## config.mk

```make
export PLATFORM = sky130hd
export DESIGN_NAME = alu_issue_ctrl
export DESIGN_NICKNAME = d
export VERILOG_FILES = /design/src/rtl/alu_issue_ctrl_pkg.sv /design/src/rtl/alu_issue_ctrl_decode.sv /design/src/rtl/alu_issue_ctrl.sv
export SDC_FILE = /design/constraint.sdc
export NUM_CORES = 1
export LEC_CHECK = 0
export BUFFER_PORTS_ARGS = -buffer_cell sky130_fd_sc_hd__buf_2
export CAP_MARGIN = 10
export CORE_AREA = 5 5 123 172
export DETAILED_ROUTE_END_ITERATION = 16
export DIE_AREA = 0 0 128 177
export GPL_TIMING_DRIVEN = 0
export PLACE_DENSITY = 0.85
export RECOVER_POWER = 25
export SETUP_SLACK_MARGIN = 0.02
export SLEW_MARGIN = 30
export SYNTH_ARGS = -nofsm -noshare
export SYNTH_HDL_FRONTEND = slang
export SYNTH_SLANG_ARGS = --single-unit
```

## constraint.sdc

```tcl
create_clock -name clk -period 1.98 [get_ports clk]
set_clock_uncertainty 0.2 [all_clocks]
set_input_delay 0.297 -clock clk [delete_from_list [all_inputs] [get_ports clk]]
set_output_delay 0.297 -clock clk [all_outputs]
set_load 0.01 [all_outputs]
```

## src/rtl/alu_issue_ctrl_pkg.sv

```systemverilog
// Shared encodings for the ALU issue stage: ALU op codes, MIPS-subset opcode/funct
// values and the decoded control bundle.
package alu_issue_ctrl_pkg;

    localparam logic [3:0] ALU_AND = 4'b0000;
    localparam logic [3:0] ALU_OR  = 4'b0001;
    localparam logic [3:0] ALU_ADD = 4'b0010;
    localparam logic [3:0] ALU_SUB = 4'b0110;
    localparam logic [3:0] ALU_SLT = 4'b0111;
    localparam logic [3:0] ALU_NOR = 4'b1100;

    localparam logic [5:0] OP_RTYPE = 6'h00;
    localparam logic [5:0] OP_BEQ   = 6'h04;
    localparam logic [5:0] OP_BNE   = 6'h05;
    localparam logic [5:0] OP_ADDI  = 6'h08;
    localparam logic [5:0] OP_SLTI  = 6'h0A;
    localparam logic [5:0] OP_ANDI  = 6'h0C;
    localparam logic [5:0] OP_ORI   = 6'h0D;
    localparam logic [5:0] OP_LW    = 6'h23;
    localparam logic [5:0] OP_SW    = 6'h2B;

    localparam logic [5:0] F_ADD = 6'h20;
    localparam logic [5:0] F_SUB = 6'h22;
    localparam logic [5:0] F_AND = 6'h24;
    localparam logic [5:0] F_OR  = 6'h25;
    localparam logic [5:0] F_NOR = 6'h27;
    localparam logic [5:0] F_SLT = 6'h2A;

    typedef enum logic [1:0] {
        IMM_NONE = 2'd0,
        IMM_SEXT = 2'd1,
        IMM_ZEXT = 2'd2
    } imm_sel_e;

    typedef struct packed {
        logic [3:0] alu_op;
        imm_sel_e   imm_sel;
        logic       dest_rd;
        logic       reg_write;
        logic       mem_read;
        logic       mem_write;
        logic       is_beq;
        logic       is_bne;
        logic       illegal;
    } dec_t;

    function automatic logic signed [31:0] sext16(input logic [15:0] v);
        return {{16{v[15]}}, v};
    endfunction

endpackage

```

## src/rtl/alu_issue_ctrl_decode.sv

```systemverilog
// Pure combinational opcode/funct decoder feeding the issue stage register.
module alu_decode
    import alu_issue_ctrl_pkg::*;
(
    input  logic [5:0] opcode,
    input  logic [5:0] funct,
    output dec_t       dec
);

    always_comb begin
        dec         = '0;
        dec.imm_sel = IMM_NONE;
        case (opcode)
            OP_RTYPE: begin
                dec.dest_rd   = 1'b1;
                dec.reg_write = 1'b1;
                case (funct)
                    F_ADD:   dec.alu_op = ALU_ADD;
                    F_SUB:   dec.alu_op = ALU_SUB;
                    F_AND:   dec.alu_op = ALU_AND;
                    F_OR:    dec.alu_op = ALU_OR;
                    F_NOR:   dec.alu_op = ALU_NOR;
                    F_SLT:   dec.alu_op = ALU_SLT;
                    default: begin
                        dec.illegal   = 1'b1;
                        dec.reg_write = 1'b0;
                    end
                endcase
            end
            OP_ADDI: begin
                dec.alu_op    = ALU_ADD;
                dec.imm_sel   = IMM_SEXT;
                dec.reg_write = 1'b1;
            end
            OP_SLTI: begin
                dec.alu_op    = ALU_SLT;
                dec.imm_sel   = IMM_SEXT;
                dec.reg_write = 1'b1;
            end
            OP_ANDI: begin
                dec.alu_op    = ALU_AND;
                dec.imm_sel   = IMM_ZEXT;
                dec.reg_write = 1'b1;
            end
            OP_ORI: begin
                dec.alu_op    = ALU_OR;
                dec.imm_sel   = IMM_ZEXT;
                dec.reg_write = 1'b1;
            end
            OP_LW: begin
                dec.alu_op    = ALU_ADD;
                dec.imm_sel   = IMM_SEXT;
                dec.reg_write = 1'b1;
                dec.mem_read  = 1'b1;
            end
            OP_SW: begin
                dec.alu_op    = ALU_ADD;
                dec.imm_sel   = IMM_SEXT;
                dec.mem_write = 1'b1;
            end
            OP_BEQ: begin
                dec.alu_op = ALU_SUB;
                dec.is_beq = 1'b1;
            end
            OP_BNE: begin
                dec.alu_op = ALU_SUB;
                dec.is_bne = 1'b1;
            end
            default: dec.illegal = 1'b1;
        endcase
    end

endmodule

```

## src/rtl/alu_issue_ctrl.sv

```systemverilog
// ID/EX issue stage: decodes one instruction into ALU controls, resolves BEQ/BNE
// from the ALU zero flag and discards wrong-path beats after a taken branch.
module alu_issue_ctrl
    import alu_issue_ctrl_pkg::*;
#(
    parameter int FLUSH_CYCLES = 1
) (
    input  logic        clk,
    input  logic        rst_n,
    input  logic        in_valid,
    output logic        in_ready,
    input  logic [31:0] instr,
    input  logic [31:0] pc,
    input  logic [31:0] rs_data,
    input  logic [31:0] rt_data,
    output logic        out_valid,
    input  logic        out_ready,
    output logic [3:0]  alu_op,
    output logic [31:0] alu_a,
    output logic [31:0] alu_b,
    input  logic        zero,
    output logic [4:0]  dest_reg,
    output logic        reg_write,
    output logic        mem_read,
    output logic        mem_write,
    output logic [31:0] store_data,
    output logic        illegal,
    output logic        branch_taken,
    output logic [31:0] branch_target
);

    localparam int CNT_W = (FLUSH_CYCLES < 1) ? 1 : $clog2(FLUSH_CYCLES + 1);

    dec_t               dec_p0;
    logic signed [31:0] imm_s_p0;
    logic        [31:0] opb_p0;
    logic        [31:0] target_p0;
    logic        [4:0]  dest_p0;
    logic               unused_instr_bits;

    logic               vld_p1;
    logic        [3:0]  alu_op_p1;
    logic        [31:0] alu_a_p1, alu_b_p1, store_data_p1, target_p1;
    logic        [4:0]  dest_p1;
    logic               reg_write_p1, mem_read_p1, mem_write_p1, illegal_p1;
    logic               is_beq_p1, is_bne_p1;

    logic               bt_p2;
    logic        [31:0] btgt_p2;
    logic [CNT_W-1:0]   flush_cnt;

    logic flushing, accept, fire, taken, discard, load;

    // rs/shamt fields are carried by rs_data and the funct decode respectively
    assign unused_instr_bits = ^{instr[25:21], instr[10:6]};

    alu_decode u_dec (
        .opcode (instr[31:26]),
        .funct  (instr[5:0]),
        .dec    (dec_p0)
    );

    // ---- p0: decode and operand select (combinational from upstream beat)
    assign imm_s_p0  = sext16(instr[15:0]);
    assign target_p0 = pc + 32'd4 + {imm_s_p0[29:0], 2'b00};
    assign dest_p0   = dec_p0.dest_rd ? instr[15:11] : instr[20:16];

    always_comb begin
        case (dec_p0.imm_sel)
            IMM_SEXT: opb_p0 = imm_s_p0;
            IMM_ZEXT: opb_p0 = {16'h0000, instr[15:0]};
            default:  opb_p0 = rt_data;
        endcase
    end

    // zero feeds taken -> discard -> load combinationally within the consume cycle
    assign flushing = (flush_cnt != '0);
    assign in_ready = flushing || !vld_p1 || out_ready;
    assign accept   = in_valid && in_ready;
    assign fire     = vld_p1 && out_ready && (is_beq_p1 || is_bne_p1);
    assign taken    = fire && (is_beq_p1 ? zero : !zero);
    assign discard  = flushing || (taken && (FLUSH_CYCLES > 0));
    assign load     = accept && !discard;

    // ---- p1: ID/EX stage register
    always_ff @(posedge clk or negedge rst_n) begin
        if (!rst_n) begin
            vld_p1    <= 1'b0;
            flush_cnt <= '0;
            bt_p2     <= 1'b0;
            btgt_p2   <= '0;
        end else begin
            bt_p2 <= taken;
            if (taken)
                btgt_p2 <= target_p1;
            if (taken)
                flush_cnt <= (accept && (FLUSH_CYCLES > 0)) ? CNT_W'(FLUSH_CYCLES - 1)
                                                            : CNT_W'(FLUSH_CYCLES);
            else if (flushing && accept)
                flush_cnt <= flush_cnt - CNT_W'(1);
            if (load)
                vld_p1 <= 1'b1;
            else if (out_ready)
                vld_p1 <= 1'b0;
        end
    end

    always_ff @(posedge clk or negedge rst_n) begin
        if (!rst_n) begin
            alu_op_p1     <= '0;
            alu_a_p1      <= '0;
            alu_b_p1      <= '0;
            dest_p1       <= '0;
            reg_write_p1  <= 1'b0;
            mem_read_p1   <= 1'b0;
            mem_write_p1  <= 1'b0;
            illegal_p1    <= 1'b0;
            is_beq_p1     <= 1'b0;
            is_bne_p1     <= 1'b0;
            store_data_p1 <= '0;
            target_p1     <= '0;
        end else if (load) begin
            alu_op_p1     <= dec_p0.alu_op;
            alu_a_p1      <= rs_data;
            alu_b_p1      <= opb_p0;
            dest_p1       <= dest_p0;
            reg_write_p1  <= dec_p0.reg_write;
            mem_read_p1   <= dec_p0.mem_read;
            mem_write_p1  <= dec_p0.mem_write;
            illegal_p1    <= dec_p0.illegal;
            is_beq_p1     <= dec_p0.is_beq;
            is_bne_p1     <= dec_p0.is_bne;
            store_data_p1 <= dec_p0.mem_write ? rt_data : 32'h0;
            target_p1     <= target_p0;
        end
    end

    assign out_valid     = vld_p1;
    assign alu_op        = alu_op_p1;
    assign alu_a         = alu_a_p1;
    assign alu_b         = alu_b_p1;
    assign dest_reg      = dest_p1;
    assign reg_write     = reg_write_p1;
    assign mem_read      = mem_read_p1;
    assign mem_write     = mem_write_p1;
    assign store_data    = store_data_p1;
    assign illegal       = illegal_p1;
    assign branch_taken  = bt_p2;
    assign branch_target = btgt_p2;

endmodule
```

==> results by group <==
Clocking
  • CTS Buffer Depth: 2
  • Depth of the CTS H-tree: 4
  • Clk_lat worst skew: 0.44 ns
  • TritonCTS buffer count: 17
  • CTS Sinks: 178
  • Clk root buf: clkbuf_16
  • CTS tree: done
  • CTS clk-pin slew, worst paths: 0.07 ns

Worst setup path
  • Data arrival, critical path: 2.82 ns
  • Cell breakdown of the critical path: buf_8 > ha_4 > ha_4 > fa_2 > a21o_1 > a221o_1 > a32oi_2 > nand4_1 > a221oi_2 > mux2i_1 > nand2_1
  • Reg2reg end: target_p1[23]
  • Max stage delay on crit path: 0.36 ns
  • Critical path class: in -> reg
  • CP top delay family: compound AO/OA/AOI/OAI gates
  • Reg-to-Reg Start: out_valid
  • Critical path required time: 2.10 ns
  • WP buf/inv: 1
  • Startpoint Class: input pin
  • R2R depth: 9
  • CP Max Fanout: 3
  • Critical Path End Type: flop
  • Flop-to-flop setup slack: -0.27 ns
  • Cell mode on critical path: ha_4
  • CP max-delay cell: a221o_1

Floorplan
  • Io pins: 277
  • Initial core utilization: 0.459
  • Die area: 22700 um^2
  • Die outline width: 128 um
  • Die extent in y: 177 um
  • # rows: 61
  • Core area: 19500 um^2

Worst hold path
  • Hold wc startpoint: instr[14]
  • Worst Hold End: dest_reg[3]
  • Hold path cells: 3
  • Hold crit path type: in -> reg

STA
  • Fin crit period: 2.69 ns
  • RSZ-0062 raised after global routing: true
  • Final setup viols: 145
  • Total negative setup slack: -26.57 ns
  • Tcrit/Tclk final: 1.36
  • Worst slew pin tran: 1.37 ns
  • Hold Vio Cnt, Final: 0
  • Max-slew violations: 0
  • Worst setup margin: -0.714 ns
  • Max_slew headroom: 0.0850
  • Hold_ws: 0.0105 ns
  • Highest Clock Rate: 371 MHz

Route
  • Post-Route WL: 37000 um
  • Post-route ant nets: 0
  • TritonRoute pass-1 iters: 5
  • First DRT Iteration DRCs: 710
  • Routed vias: 9465
  • Routed WL per cell: 23.2 um
  • # DRC: 0
  • Vias per cell: 5.93

Global route
  • Initial antenna violation count: 1
  • GRT overflow: 0
  • First-pass GRT wire length: 50600 um
  • Total GRT Usage: 0.287
  • Vias in the first global route: 9362
  • Largest net degree at the start of global routing: 82

Cells and area
  • Final instance area: 14800 um^2
  • Fill count: 1160
  • Area growth syn-to-layout: 64.4%
  • Reg area: 4450 um^2
  • Fin nets: 1523
  • Area of the multi-input gates: 5410 um^2
  • Layout cell share with drive strength beyond 1: 0.483

Power and ir drop
  • Lkg Pwr: 7.44 nW
  • Maximum vdd drop: 0.000535 V
  • PD cells: 791 nW/um^2

Yosys
  • Sequential fraction of the synthesis area: 0.496
  • Synth Warn #: 0
  • Post-Synthesis Cells: 892
  • Post-synth EDFFs: 0
  • Avg Cell Area, Syn: 10.1 um^2
  • Seq cells post-synth: 178
  • Top FF cell, synth: dfrtp_1
  • Area of the mapped netlist: 8970 um^2
  • Synth Net Count: 1085
  • Async set-reset flop share out of synthesis: 1.00
  • Synth cell types: 61

Placement
  • DP Area: 11200 um^2
  • Routability cong.: 0.913
  • Post-DP HPWL: 21500 um
  • Port Buffer Count: 270

Run
  • Max-cap viol count: 0

Status
  • Outcome: finished, violations left
  • Failing checks: negative setup slack
## cells by family after synthesis
group / share of synthesized area
buf+inv: 0.0305
simple gates: 0.145
flops: 0.496
compound gates: 0.174
fa+ha+maj: 0.0845
mux: 0.0492
xor+xnor: 0.0205
## worst reg2reg max path, cell delays in order, from the launching register on
cell and delay [ns]:
dfrtp_1 0.40, or3b_4 0.27, nand2_4 0.06, or3_4 0.43, buf_6 0.16, buf_12 0.11, clkbuf_16 0.19, buf_12 0.16
nand2_1 0.10, o31ai_2 0.07
## cells in the mapped netlist (4+ instances only)
| cell | number | area, um^2 |
|---|---|---|
| o21ai_0 | 58 | 290 |
| buf_2 | 27 | 135 |
| o21a_1 | 5 | 37.5 |
| dfrtp_1 | 178 | 4450 |
| o31ai_1 | 8 | 60.1 |
| nand2_1 | 200 | 751 |
| mux2i_1 | 7 | 70.1 |
| nor2_1 | 60 | 225 |
| and3_1 | 9 | 56.3 |
| ha_1 | 59 | 738 |
| o211ai_1 | 4 | 30.0 |
| nor3_1 | 7 | 35.0 |
| xnor2_1 | 12 | 105 |
| xor2_1 | 9 | 78.8 |
| a22o_1 | 32 | 280 |
| inv_1 | 10 | 37.5 |
| a31oi_1 | 8 | 50.1 |
| a221oi_1 | 16 | 140 |
| mux2_2 | 33 | 372 |
| a21o_1 | 14 | 105 |
| nand4_1 | 8 | 50.1 |
| nand3_1 | 11 | 55.1 |
| a21oi_1 | 43 | 215 |
| clkbuf_1 | 20 | 75.1 |
## where the power goes
| part | switching (mW) | leakage, nW | internal (mW) |
|---|---|---|---|
| Clock | 1.67 | 0.292 | 1.84 |
| Combinational | 1.90 | 4.87 | 1.74 |
| Sequential | 0.368 | 2.28 | 4.14 |
## final cells by class
class	count	share of cell area
sequential	178	0.302
inverter	10	0.00271
buffer	39	0.0371
clock inverter	14	0.0114
tap	252	0.0214
multi-input combinational	654	0.367
clock buffer	18	0.0298
antenna	1	0.000170
timing repair buffer	430	0.229
## cell usage in the layout, fill, tap and decap left out, types with 22 or more instances in the layout
| master | n |
|---|---|
| a21oi_1 | 35 |
| nand2_4 | 27 |
| nor2_1 | 53 |
| mux2_2 | 30 |
| dlygate4sd3_1 | 84 |
| buf_12 | 23 |
| o21ai_2 | 25 |
| ha_4 | 22 |
| o21ai_1 | 23 |
| buf_6 | 28 |
| buf_2 | 261 |
| buf_4 | 27 |
| nand2_2 | 46 |
| ha_1 | 35 |
| a22o_1 | 32 |
| nand2_1 | 127 |
| dfrtp_1 | 178 |
| clkbuf_16 | 31 |
## worst max-delay path by stage
stage / start / endpoint / slack [ns] / cells after the start
floorplan: instr[1] / target_p1[29] / -0.79 / 10
global placement: rst_n / branch_target[1] / -2.38 / 1
detailed placement: instr[1] / target_p1[29] / -1.38 / 11
CTS: pc[3] / target_p1[29] / -0.69 / 11
global route: pc[3] / target_p1[29] / -0.79 / 11
finish: pc[3] / target_p1[29] / -0.71 / 11
## per-stage QoR
stage / utilization / power, mW / worst slack (ns) / std cells
finish: 0.755 / 11.7 / -0.714 / 1596
CTS: 0.700 / 11.0 / -0.688 / 1567
floorplan: - / 5.98 / -0.791 / 892
global placement: 0.571 / 6.95 / -2.38 / 1414
detailed placement: 0.574 / 7.05 / -1.38 / 1416
global route: 0.755 / 12.1 / -0.785 / 1596
## per-layer routing
layer | vias up | track usage | wire length [um]
met1 | 4660 | 0.336 | 13400
met4 | 0 | 0.153 | 2350
met3 | 174 | 0.0471 | 2290
li1 | 4061 | - | -
met5 | - | 0 | 0
met2 | 570 | 0.499 | 19000
## timing repair
item / CTS / global route
hold endpoints to repair: 281 / 0
hold buffers: 84 / 0
gates cloned: 9 / 12
pin swaps: 54 / 106
gates resized for setup: 167 / 210
setup endpoints to repair: 172 / 176
buffers inserted: 32 / 29
(Power assumes the default switching activity.)
